[config.mk]
export PLATFORM = sky130hd
export DESIGN_NAME = hazard_detect_unit
export DESIGN_NICKNAME = d
export VERILOG_FILES = /design/src/rtl/cpu_pkg.sv /design/src/rtl/load_use_cmp.sv /design/src/rtl/hazard_detect_unit.sv
export SDC_FILE = /design/constraint.sdc
export NUM_CORES = 1
export LEC_CHECK = 0
export CAP_MARGIN = 20
export CORE_MARGIN = 1
export CORE_UTILIZATION = 45
export DETAILED_ROUTE_END_ITERATION = 12
export PLACE_DENSITY = 0.88
export SYNTH_ARGS = -nofsm -noshare
export SYNTH_HDL_FRONTEND = slang
export SYNTH_SLANG_ARGS = --single-unit
[constraint.sdc]
create_clock -name clk_i -period 2.9 [get_ports clk_i]
set_clock_uncertainty 0.2 [all_clocks]
set_input_delay 0.58 -clock clk_i [delete_from_list [all_inputs] [get_ports clk_i]]
set_output_delay 0.58 -clock clk_i [all_outputs]
set_load 0.02 [all_outputs]
[src/rtl/cpu_pkg.sv]
// Shared pipeline definitions: hazard FSM states, register-zero constant,
// ID_EX control field widths and the MemRead bit position in the mem field.
// Ports: none (package only).
package cpu_pkg;

  typedef enum logic [0:0] {
    RUN  = 1'b0,
    HOLD = 1'b1
  } hdu_state_e;

  localparam logic [4:0] REG_ZERO = 5'd0;

  // ID_EX control field widths
  localparam int WB_W = 2;
  localparam int MEM_W = 2;
  localparam int EX_W = 4;

  // MemRead position inside the ID_EX mem control field
  localparam int MEM_READ_BIT = 1;

endpackage

[src/rtl/load_use_cmp.sv]
// Load-use comparator: flags when the load in ID_EX writes a register that
// the IF_ID instruction reads. Pure combinational, zero latency.
// Ports: memread, ld_rt (load destination), rs/rt/uses_rt (IF_ID sources) -> hazard.
module load_use_cmp
  import cpu_pkg::*;
(
  input  logic       memread,
  input  logic [4:0] ld_rt,
  input  logic [4:0] rs,
  input  logic [4:0] rt,
  input  logic       uses_rt,
  output logic       hazard
);

  logic rs_match;
  logic rt_match;

  assign rs_match = (ld_rt == rs);
  // rt only matters when the decoded instruction actually sources it
  assign rt_match = uses_rt && (ld_rt == rt);
  // $zero is hardwired, so a load into it can never feed a consumer
  assign hazard   = memread && (ld_rt != REG_ZERO) && (rs_match || rt_match);

endmodule

[src/rtl/hazard_detect_unit.sv]
// Load-use hazard detector and stall/flush controller for the 5-stage pipeline.
// Outputs are combinational from inputs, FSM state and hold counter.
// Ports: clk_i/rst_i, ID_EX load info, IF_ID sources, branch_taken_i ->
//        pc_write_o, ifid_write_o, idex_bubble_o, ifid_flush_o, stall_cnt_o.
module hazard_detect_unit
  import cpu_pkg::*;
#(
  parameter int LOAD_STALL = 1,
  parameter int CNT_W      = 16
) (
  input  logic             clk_i,
  input  logic             rst_i,
  input  logic             idex_memread_i,
  input  logic [4:0]       idex_rtaddr_i,
  input  logic [4:0]       ifid_rsaddr_i,
  input  logic [4:0]       ifid_rtaddr_i,
  input  logic             ifid_uses_rt_i,
  input  logic             branch_taken_i,
  output logic             pc_write_o,
  output logic             ifid_write_o,
  output logic             idex_bubble_o,
  output logic             ifid_flush_o,
  output logic [CNT_W-1:0] stall_cnt_o
);

  localparam int HC_W = $clog2(LOAD_STALL + 1);
  // The first stall cycle is spent in RUN, so HOLD covers the remaining
  // LOAD_STALL-1 cycles, counting down to zero.
  localparam logic [HC_W-1:0] HOLD_INIT =
    (LOAD_STALL > 1) ? HC_W'(LOAD_STALL - 2) : '0;

  hdu_state_e      state;
  logic [HC_W-1:0] cnt;
  logic            hazard;
  logic            stall;

  load_use_cmp u_cmp (
    .memread (idex_memread_i),
    .ld_rt   (idex_rtaddr_i),
    .rs      (ifid_rsaddr_i),
    .rt      (ifid_rtaddr_i),
    .uses_rt (ifid_uses_rt_i),
    .hazard  (hazard)
  );

  // HOLD ignores the comparator: ID_EX already carries a bubble
  assign stall = ((state == RUN) && hazard) || (state == HOLD);

  always_ff @(posedge clk_i or negedge rst_i) begin
    if (!rst_i) begin
      state <= RUN;
      cnt   <= '0;
    end else begin
      case (state)
        RUN: begin
          // With a single bubble the load moves on and the hazard clears
          if (hazard && (LOAD_STALL > 1)) begin
            cnt   <= HOLD_INIT;
            state <= HOLD;
          end
        end
        HOLD: begin
          if (cnt != '0) begin
            cnt <= cnt - 1'b1;
          end else begin
            state <= RUN;
          end
        end
        default: state <= RUN;
      endcase
    end
  end

  // Saturating stall-cycle counter for performance debug
  always_ff @(posedge clk_i or negedge rst_i) begin
    if (!rst_i) begin
      stall_cnt_o <= '0;
    end else if (stall && (stall_cnt_o != {CNT_W{1'b1}})) begin
      stall_cnt_o <= stall_cnt_o + 1'b1;
    end
  end

  always_comb begin
    pc_write_o    = 1'b0;
    ifid_write_o  = 1'b0;
    idex_bubble_o = 1'b1;
    ifid_flush_o  = 1'b0;
    if (rst_i && !stall) begin
      pc_write_o    = 1'b1;
      ifid_write_o  = 1'b1;
      idex_bubble_o = 1'b0;
      // A stall defers the branch; it is re-evaluated once the stall ends
      ifid_flush_o  = branch_taken_i;
    end
  end

endmodule

==> load_flow_metrics.sql, run 1 <==
INSERT INTO impl_metrics (metric_group, metric, value, unit) VALUES
('finish', 'areaGrowthSynthToFinish', '53.1', '%'),
('timing', 'fmaxAchievable', '361', 'MHz'),
('yosys', 'sequential_cell_area_fraction_in_the_yosys_report', '39.7', '%'),
('critical_path', 'cpLargestDelayFamily', 'buffers and inverters', ''),
('critical_path', 'critical_path_required', '2.12', 'ns'),
('global_route', 'grt_pass1_wl', '3800', 'um'),
('power', 'worst_vdd_drop', '340', 'uV'),
('yosys', 'ys_top_cells_by_area', 'dfrtp_1 (40%), xnor2_1 (20%), nand3_1 (5.0%)', ''),
('drt', 'postRouteAntennaNets', '0', ''),
('power', 'power_density', '386', 'nW/um^2'),
('critical_path', 'start_kind', 'input pin', ''),
('yosys', 'post_synth_inst_count', '97', ''),
('drt', 'finalWirelength', '2310', 'um'),
('yosys', 'synth_area_per_cell', '10.4', 'sq um'),
('finish', 'max_reg_flops', '16', ''),
('timing', 'min_period_over_period', '95.5', '%'),
('critical_path', 'critical-path-max-stage-delay', '0.53', 'ns'),
('drt', 'drt_drc_violations_left', '0', ''),
('finish', 'max_flop_register', 'stall_cnt_o', ''),
('global_route', 'initial_antenna_violation_count', '0', ''),
('drt', 'first_iter_violations', '6', ''),
('drt', 'via_count', '912', ''),
('timing', 'hold_viol_final', '0', ''),
('finish', 'post_route_cells_drive_above_1_share', '19.9', '%'),
('critical_path', 'cp_num_cells', '7', ''),
('critical_path', 'worstRegToRegCells', '6', ''),
('yosys', 'synth_cell_types', '26', ''),
('clock_network', 'clk_latency', '0.30', 'ns'),
('timing', 'number_of_setup_violations_in_the_final_report', '0', ''),
('critical_path', 'ff2ff_setup_slack', '0.90', 'ns'),
('die', 'floorplan.die_area', '2430', 'sq um'),
('drt', 'routed_wire_length_per_instance', '13.3', 'um'),
('die', 'row_count', '16', ''),
('outcome', 'status', 'complete, no violations', ''),
('global_route', 'grt_overflow', '0', ''),
('clock_network', 'cts_tree', 'done', ''),
('critical_path', 'critPathKind', 'in -> out', ''),
('timing', 'fin_tns_setup', '0', 'ns'),
('timing', 'slew_worst_pin', '0.415', 'ns'),
('finish', 'num-nets-final', '168', ''),
('clock_network', 'cts.sink_count', '16', ''),
('timing', 'slew_violations', '0', ''),
('critical_path', 'worstPathMaxFanout', '3', ''),
('global_route', 'largest_net_degree_at_the_start_of_global_routing', '17', ''),
('clock_network', 'cts-root-to-sink-buffers', '2', ''),
('yosys', 'post-synth-top-area-fraction', '39.7', '%'),
('die', 'initial_utilization', '49.4', '%'),
('global_route', 'grt_pass1_vias', '897', ''),
('finish', 'commonest_cells_after_routing_fill_and_taps_aside', 'clkdlybuf4s50_1 (31), xnor2_1 (20), dfrtp_1 (16)', ''),
('die', 'fp.dieW', '49.3', 'um'),
('critical_path', 'critical_path.reg2reg.startpoint', 'stall_cnt_o[0]$_DFFE_PN0P_', ''),
('yosys', 'yosys_warnings', '0', ''),
('die', 'dieHeight', '49.3', 'um'),
('yosys', 'cell_taking_the_most_area_after_synthesis', 'dfrtp_1', ''),
('finish', 'leading_cell_type_in_the_layout_fill_and_taps_excluded', 'clkdlybuf4s50_1', ''),
('drt', 'avgViaCountPerCell', '5.27', ''),
('critical_path', 'reg_to_reg_end', 'stall_cnt_o[1]$_DFFE_PN0P_', ''),
('finish', 'filler_instances', '162', ''),
('flow_run', 'maxCapViolations', '0', ''),
('clock_network', 'cts_setup_buffers', '0', ''),
('global_route', 'gr-usage-all-layers', '21.0', '%'),
('drt', 'drtPass1Iterations', '2', ''),
('worst_hold_path', 'min_path_type', 'in -> async', ''),
('critical_path', 'critical_path.slowest_cell', 'clkdlybuf4s50_1', ''),
('critical_path', 'critical_path_arrival', '1.99', 'ns'),
('timing', 'final.setup.worst_slack', '0.130', 'ns'),
('timing', 'slew_headroom', '72.3', '%'),
('yosys', 'syn_area', '1010', 'sq um'),
('placement', 'pre_cts_setup_slack', '-0.550', 'ns'),
('placement', 'globalplace.congestion', '0.767', ''),
('placement', 'dpl.hpwl', '1840', 'um');
per-stage QoR:
stage	hold slack [ns]	area, sq um	cells
2_1_floorplan	0.0844	1010	97
6_report	0.292	1540	173
3_5_place_dp	0.302	1480	169
5_1_grt	0.304	1540	173
4_1_cts	0.304	1500	173
3_3_place_gp	0.290	1480	169
worst min path at each step:
stage          cells past startpoint                    endpoint                       start  slack (ns)
4_1_cts                            1  stall_cnt_o[2]$_DFFE_PN0P_                       rst_i        0.30
5_1_grt                            1  stall_cnt_o[2]$_DFFE_PN0P_                       rst_i        0.30
3_5_place_dp                       1  stall_cnt_o[7]$_DFFE_PN0P_  stall_cnt_o[7]$_DFFE_PN0P_        0.30
2_1_floorplan                      0  stall_cnt_o[0]$_DFFE_PN0P_                       rst_i        0.08
6_report                           1  stall_cnt_o[2]$_DFFE_PN0P_                       rst_i        0.29
3_3_place_gp                       1  stall_cnt_o[7]$_DFFE_PN0P_  stall_cnt_o[7]$_DFFE_PN0P_        0.29
routing by layer:
layer	up-vias	track usage, %	share of wire, %
li1	444	-	-
met1	428	21.3	37
met2	35	40.6	56
met3	5	4.05	5.6
met4	0	8.82	1.5
met5	-	0	0
synth_stat cells, drive strengths merged:
master   n
or4      1
o22ai    1
o21ai    1
and3     7
nand2b   1
nand4b   1
nand4    7
nand2   10
and4     2
dfrtp   16
nor3     1
buf      2
nor2     5
a31oi    1
o211ai   1
o21a     1
mux2     2
ha       1
nand3   10
nor4b    1
xnor2   23
and2     1
a21oi    1
worst reg2reg max path, stage by stage (launching register included):
cell     delay, ns
dfrtp_1       0.44
ha_1          0.25
nand3_1       0.19
nor4b_4       0.07
nor2_2        0.34
nand2_4       0.10
mux2_4        0.31
layout make-up:
cell class	instances	area (sq um)	area share, %
clock buffer	4	36.3	2.35
multi-input combinational	79	626	40.5
sequential	16	400	25.9
tap	27	33.8	2.19
timing repair buffer	47	448	29.0
what timing repair did:
action | in CTS | in global routing
hold buffers | 0 | 0
pin swaps | 2 | 4
resized for setup | 22 | 8
setup endpoints to repair | 4 | 3
power breakdown:
part           switching, mW  total [mW]  internal (mW)
Clock                 0.0740       0.151         0.0767
Sequential            0.0246       0.265          0.240
Combinational         0.0799       0.181          0.101
kinds of logic after synthesis:
kind of cell               Yosys count  share of synthesized area (%)
adders and majority gates            1                           1.24
AOI/OAI and AO/OA                    6                           6.20
buffers and inverters                2                           1.49
xor gates and xnor gates            23                           20.0
muxes                                2                           2.60
and+or+nand+nor                     47                           28.8
DFF                                 16                           39.7
Power figures use the tool's default switching activity.
==> run 2: changes to the inputs <==
- CORE_UTILIZATION: 45 -> 38
- PLACE_DENSITY: 0.88 -> 0.79
- clock period: 2.9 -> 2.4 ns (I/O delays scaled with it)
==> load_flow_metrics.sql, run 2 (same netlist as run 1, synthesis figures left out) <==
INSERT INTO impl_metrics (metric_group, metric, value, unit) VALUES
('global_route', 'largest_net_degree_at_the_start_of_global_routing', '17', ''),
('finish', 'max_flop_register', 'stall_cnt_o', ''),
('timing', 'hold_viol_final', '0', ''),
('worst_hold_path', 'min_path_type', 'reg -> reg', ''),
('worst_hold_path', 'holdPathStages', '1', ''),
('global_route', 'initial_antenna_violation_count', '0', ''),
('drt', 'finalWirelength', '2550', 'um'),
('critical_path', 'ff2ff_setup_slack', '0.47', 'ns'),
('timing', 'fmaxAchievable', '420', 'MHz'),
('clock_network', 'cts-root-to-sink-buffers', '2', ''),
('die', 'initial_utilization', '40.3', '%'),
('critical_path', 'critical-path-max-stage-delay', '0.54', 'ns'),
('die', 'floorplan.die_area', '2860', 'sq um'),
('flow_run', 'maxCapViolations', '0', ''),
('critical_path', 'critical_path_required', '1.72', 'ns'),
('drt', 'first_iter_violations', '11', ''),
('finish', 'areaGrowthSynthToFinish', '51.4', '%'),
('critical_path', 'critical_path.endpoint_type', 'output port', ''),
('drt', 'via_count', '975', ''),
('placement', 'placement.io_buffers', '39', ''),
('finish', 'commonest_cells_after_routing_fill_and_taps_aside', 'xnor2_1 (23), clkdlybuf4s50_1 (20), dfrtp_1 (16)', ''),
('die', 'core_area', '2500', 'sq um'),
('power', 'power_report.internal_total', '0.499', 'mW'),
('power', 'pwr-share-clk', '25.6', '%'),
('power', 'switching_share', '30.0', '%'),
('power', 'power_density', '467', 'nW/um^2'),
('drt', 'drtPass1Iterations', '4', ''),
('die', 'fp.dieW', '53.5', 'um'),
('power', 'sequentialPowerShare', '44.8', '%'),
('timing', 'slew_worst_pin', '0.255', 'ns'),
('global_route', 'grt_pass1_wl', '4130', 'um'),
('timing', 'fin_tns_setup', '0', 'ns'),
('power', 'worst_vdd_drop', '388', 'uV'),
('critical_path', 'start_kind', 'input pin', ''),
('finish', 'largestRegisters', 'stall_cnt_o x16', ''),
('timing', 'slew_violations', '0', ''),
('critical_path', 'critPathKind', 'in -> out', ''),
('critical_path', 'critical_path.reg2reg.startpoint', 'stall_cnt_o[0]$_DFFE_PN0P_', ''),
('critical_path', 'worstPathMaxFanout', '3', ''),
('power', 'power_leakage', '0.665', 'nW'),
('finish', 'max_reg_flops', '16', ''),
('critical_path', 'critical_path_arrival', '1.70', 'ns'),
('global_route', 'met2_usage', '39.4', '%'),
('timing', 'rsz0062_at_grt', 'true', ''),
('global_route', 'grt_pass1_vias', '968', ''),
('clock_network', 'cts.sink_count', '16', ''),
('clock_network', 'cts_buffers', '3', ''),
('global_route', 'global_route.usage.met1', '21.1', '%'),
('global_route', 'grt_overflow', '0', ''),
('timing', 'post-route-min-period', '2.38', 'ns'),
('critical_path', 'critical_path.slowest_cell', 'or4_4', ''),
('worst_hold_path', 'holdPathEnd', 'stall_cnt_o[7]$_DFFE_PN0P_', ''),
('finish', 'instances_no_fill', '178', ''),
('timing', 'number_of_setup_violations_in_the_final_report', '0', ''),
('die', 'row_count', '18', ''),
('clock_network', 'clk_root_buffer_cell', 'clkbuf_4', ''),
('power', 'power_switching', '0.213', 'mW'),
('worst_hold_path', 'beginning_of_the_worst_hold_path', 'stall_cnt_o[7]$_DFFE_PN0P_', ''),
('critical_path', 'worstRegToRegCells', '7', ''),
('outcome', 'status', 'complete, no violations', ''),
('drt', 'routed_wire_length_per_instance', '14.3', 'um'),
('finish', 'post_route_cells_drive_above_1_share', '22.3', '%'),
('critical_path', 'reg_to_reg_end', 'stall_cnt_o[3]$_DFFE_PN0P_', ''),
('finish', 'filler_instances', '232', ''),
('timing', 'slew_headroom', '83.0', '%'),
('power', 'part_of_the_power_in_combinational_logic', '29.6', '%'),
('drt', 'postRouteAntennaNets', '0', ''),
('timing', 'min_period_over_period', '99.2', '%'),
('drt', 'avgViaCountPerCell', '5.48', ''),
('finish', 'num-nets-final', '170', ''),
('clock_network', 'clk_latency', '0.29', 'ns'),
('die', 'dieHeight', '53.5', 'um'),
('critical_path', 'crit_path_cell_trace', 'buf_8, or4_4, o21ai_4, nand2b_4, and3_4, buf_6', ''),
('clock_network', 'cts_tree', 'done', ''),
('placement', 'dpl.hpwl', '1960', 'um'),
('global_route', 'use_met3', '1.15', '%'),
('placement', 'dp_cells', '173', ''),
('placement', 'globalplace.congestion', '0.851', ''),
('finish', 'leading_cell_type_in_the_layout_fill_and_taps_excluded', 'xnor2_1', ''),
('global_route', 'global_routing_s_busiest_layer', 'met2', ''),
('clock_network', 'h-tree-depth', '1', ''),
('clock_network', 'cts.clk_slew.worst_paths', '0.10', 'ns'),
('global_route', 'gr-usage-all-layers', '20.3', '%'),
('finish', 'num_antenna_cells', '0', ''),
('drt', 'drt_drc_violations_left', '0', ''),
('die', 'io_pins', '40', '');
==> run 2: area by class of cell <==
type	count	area, sq um	share of cell area (%)
Multi-Input combinational cell	79	606	39.7
Timing Repair Buffer	49	447	29.3
Sequential cell	16	400	26.2
Tap cell	30	37.5	2.46
Clock buffer	4	36.3	2.38
==> run 2: power by group through the flow <==
stage	clock [mW]	sequential, mW	combinational, mW
3_3_place_gp	0	0.324	0.210
5_1_grt	0.195	0.323	0.223
4_1_cts	0.187	0.319	0.212
3_5_place_dp	0	0.325	0.216
6_report	0.183	0.319	0.211
2_1_floorplan	0	0.345	0.0775
==> run 2: worst max-delay path by stage <==
stage | from | to | slack [ns] | depth (start not counted)
2_1_floorplan | idex_rtaddr_i[1] | pc_write_o | 0.02 | 5
3_3_place_gp | idex_rtaddr_i[1] | ifid_flush_o | -0.81 | 6
3_5_place_dp | idex_rtaddr_i[1] | ifid_write_o | -0.85 | 6
4_1_cts | idex_rtaddr_i[4] | ifid_flush_o | 0.002 | 6
5_1_grt | idex_rtaddr_i[2] | ifid_flush_o | -0.03 | 6
6_report | idex_rtaddr_i[2] | ifid_flush_o | 0.02 | 6
==> run 2: per-stage QoR <==
step / utilization, % / hold slack (ns) / cell area [sq um] / worst slack, ns / power (mW)
after floorplan: - / -0.0156 / 1010 / 0.0172 / 0.423
after global placement: 59.6 / 0.284 / 1490 / -0.812 / 0.534
after detailed placement: 59.6 / 0.316 / 1490 / -0.851 / 0.541
after CTS: 60.6 / 0.333 / 1520 / 0.00205 / 0.717
after global routing: 61.1 / 0.342 / 1530 / -0.0282 / 0.741
final: 61.1 / 0.320 / 1530 / 0.0193 / 0.713
==> run 2: worst max-delay path, delay by kind of cell <==
family / cells / cell delay [ns]
AOI/OAI and AO/OA: 1 / 0.14
buffers and inverters: 2 / 0.21
and+or+nand+nor: 3 / 0.87
==> run 2: repair_timing <==
item / 4_1_cts / 5_1_grt
hold buffers: 0 / 0
pin swaps: 18 / 2
resized for setup: 56 / 1
buffers inserted: 0 / 1
setup endpoints to repair: 4 / 3
==> run 2: routing by layer <==
metal / vias up / wire [um]
li1: 447 / -
met1: 471 / 933
met2: 51 / 1390
met3: 6 / 162
met4: 0 / 59
met5: - / 0
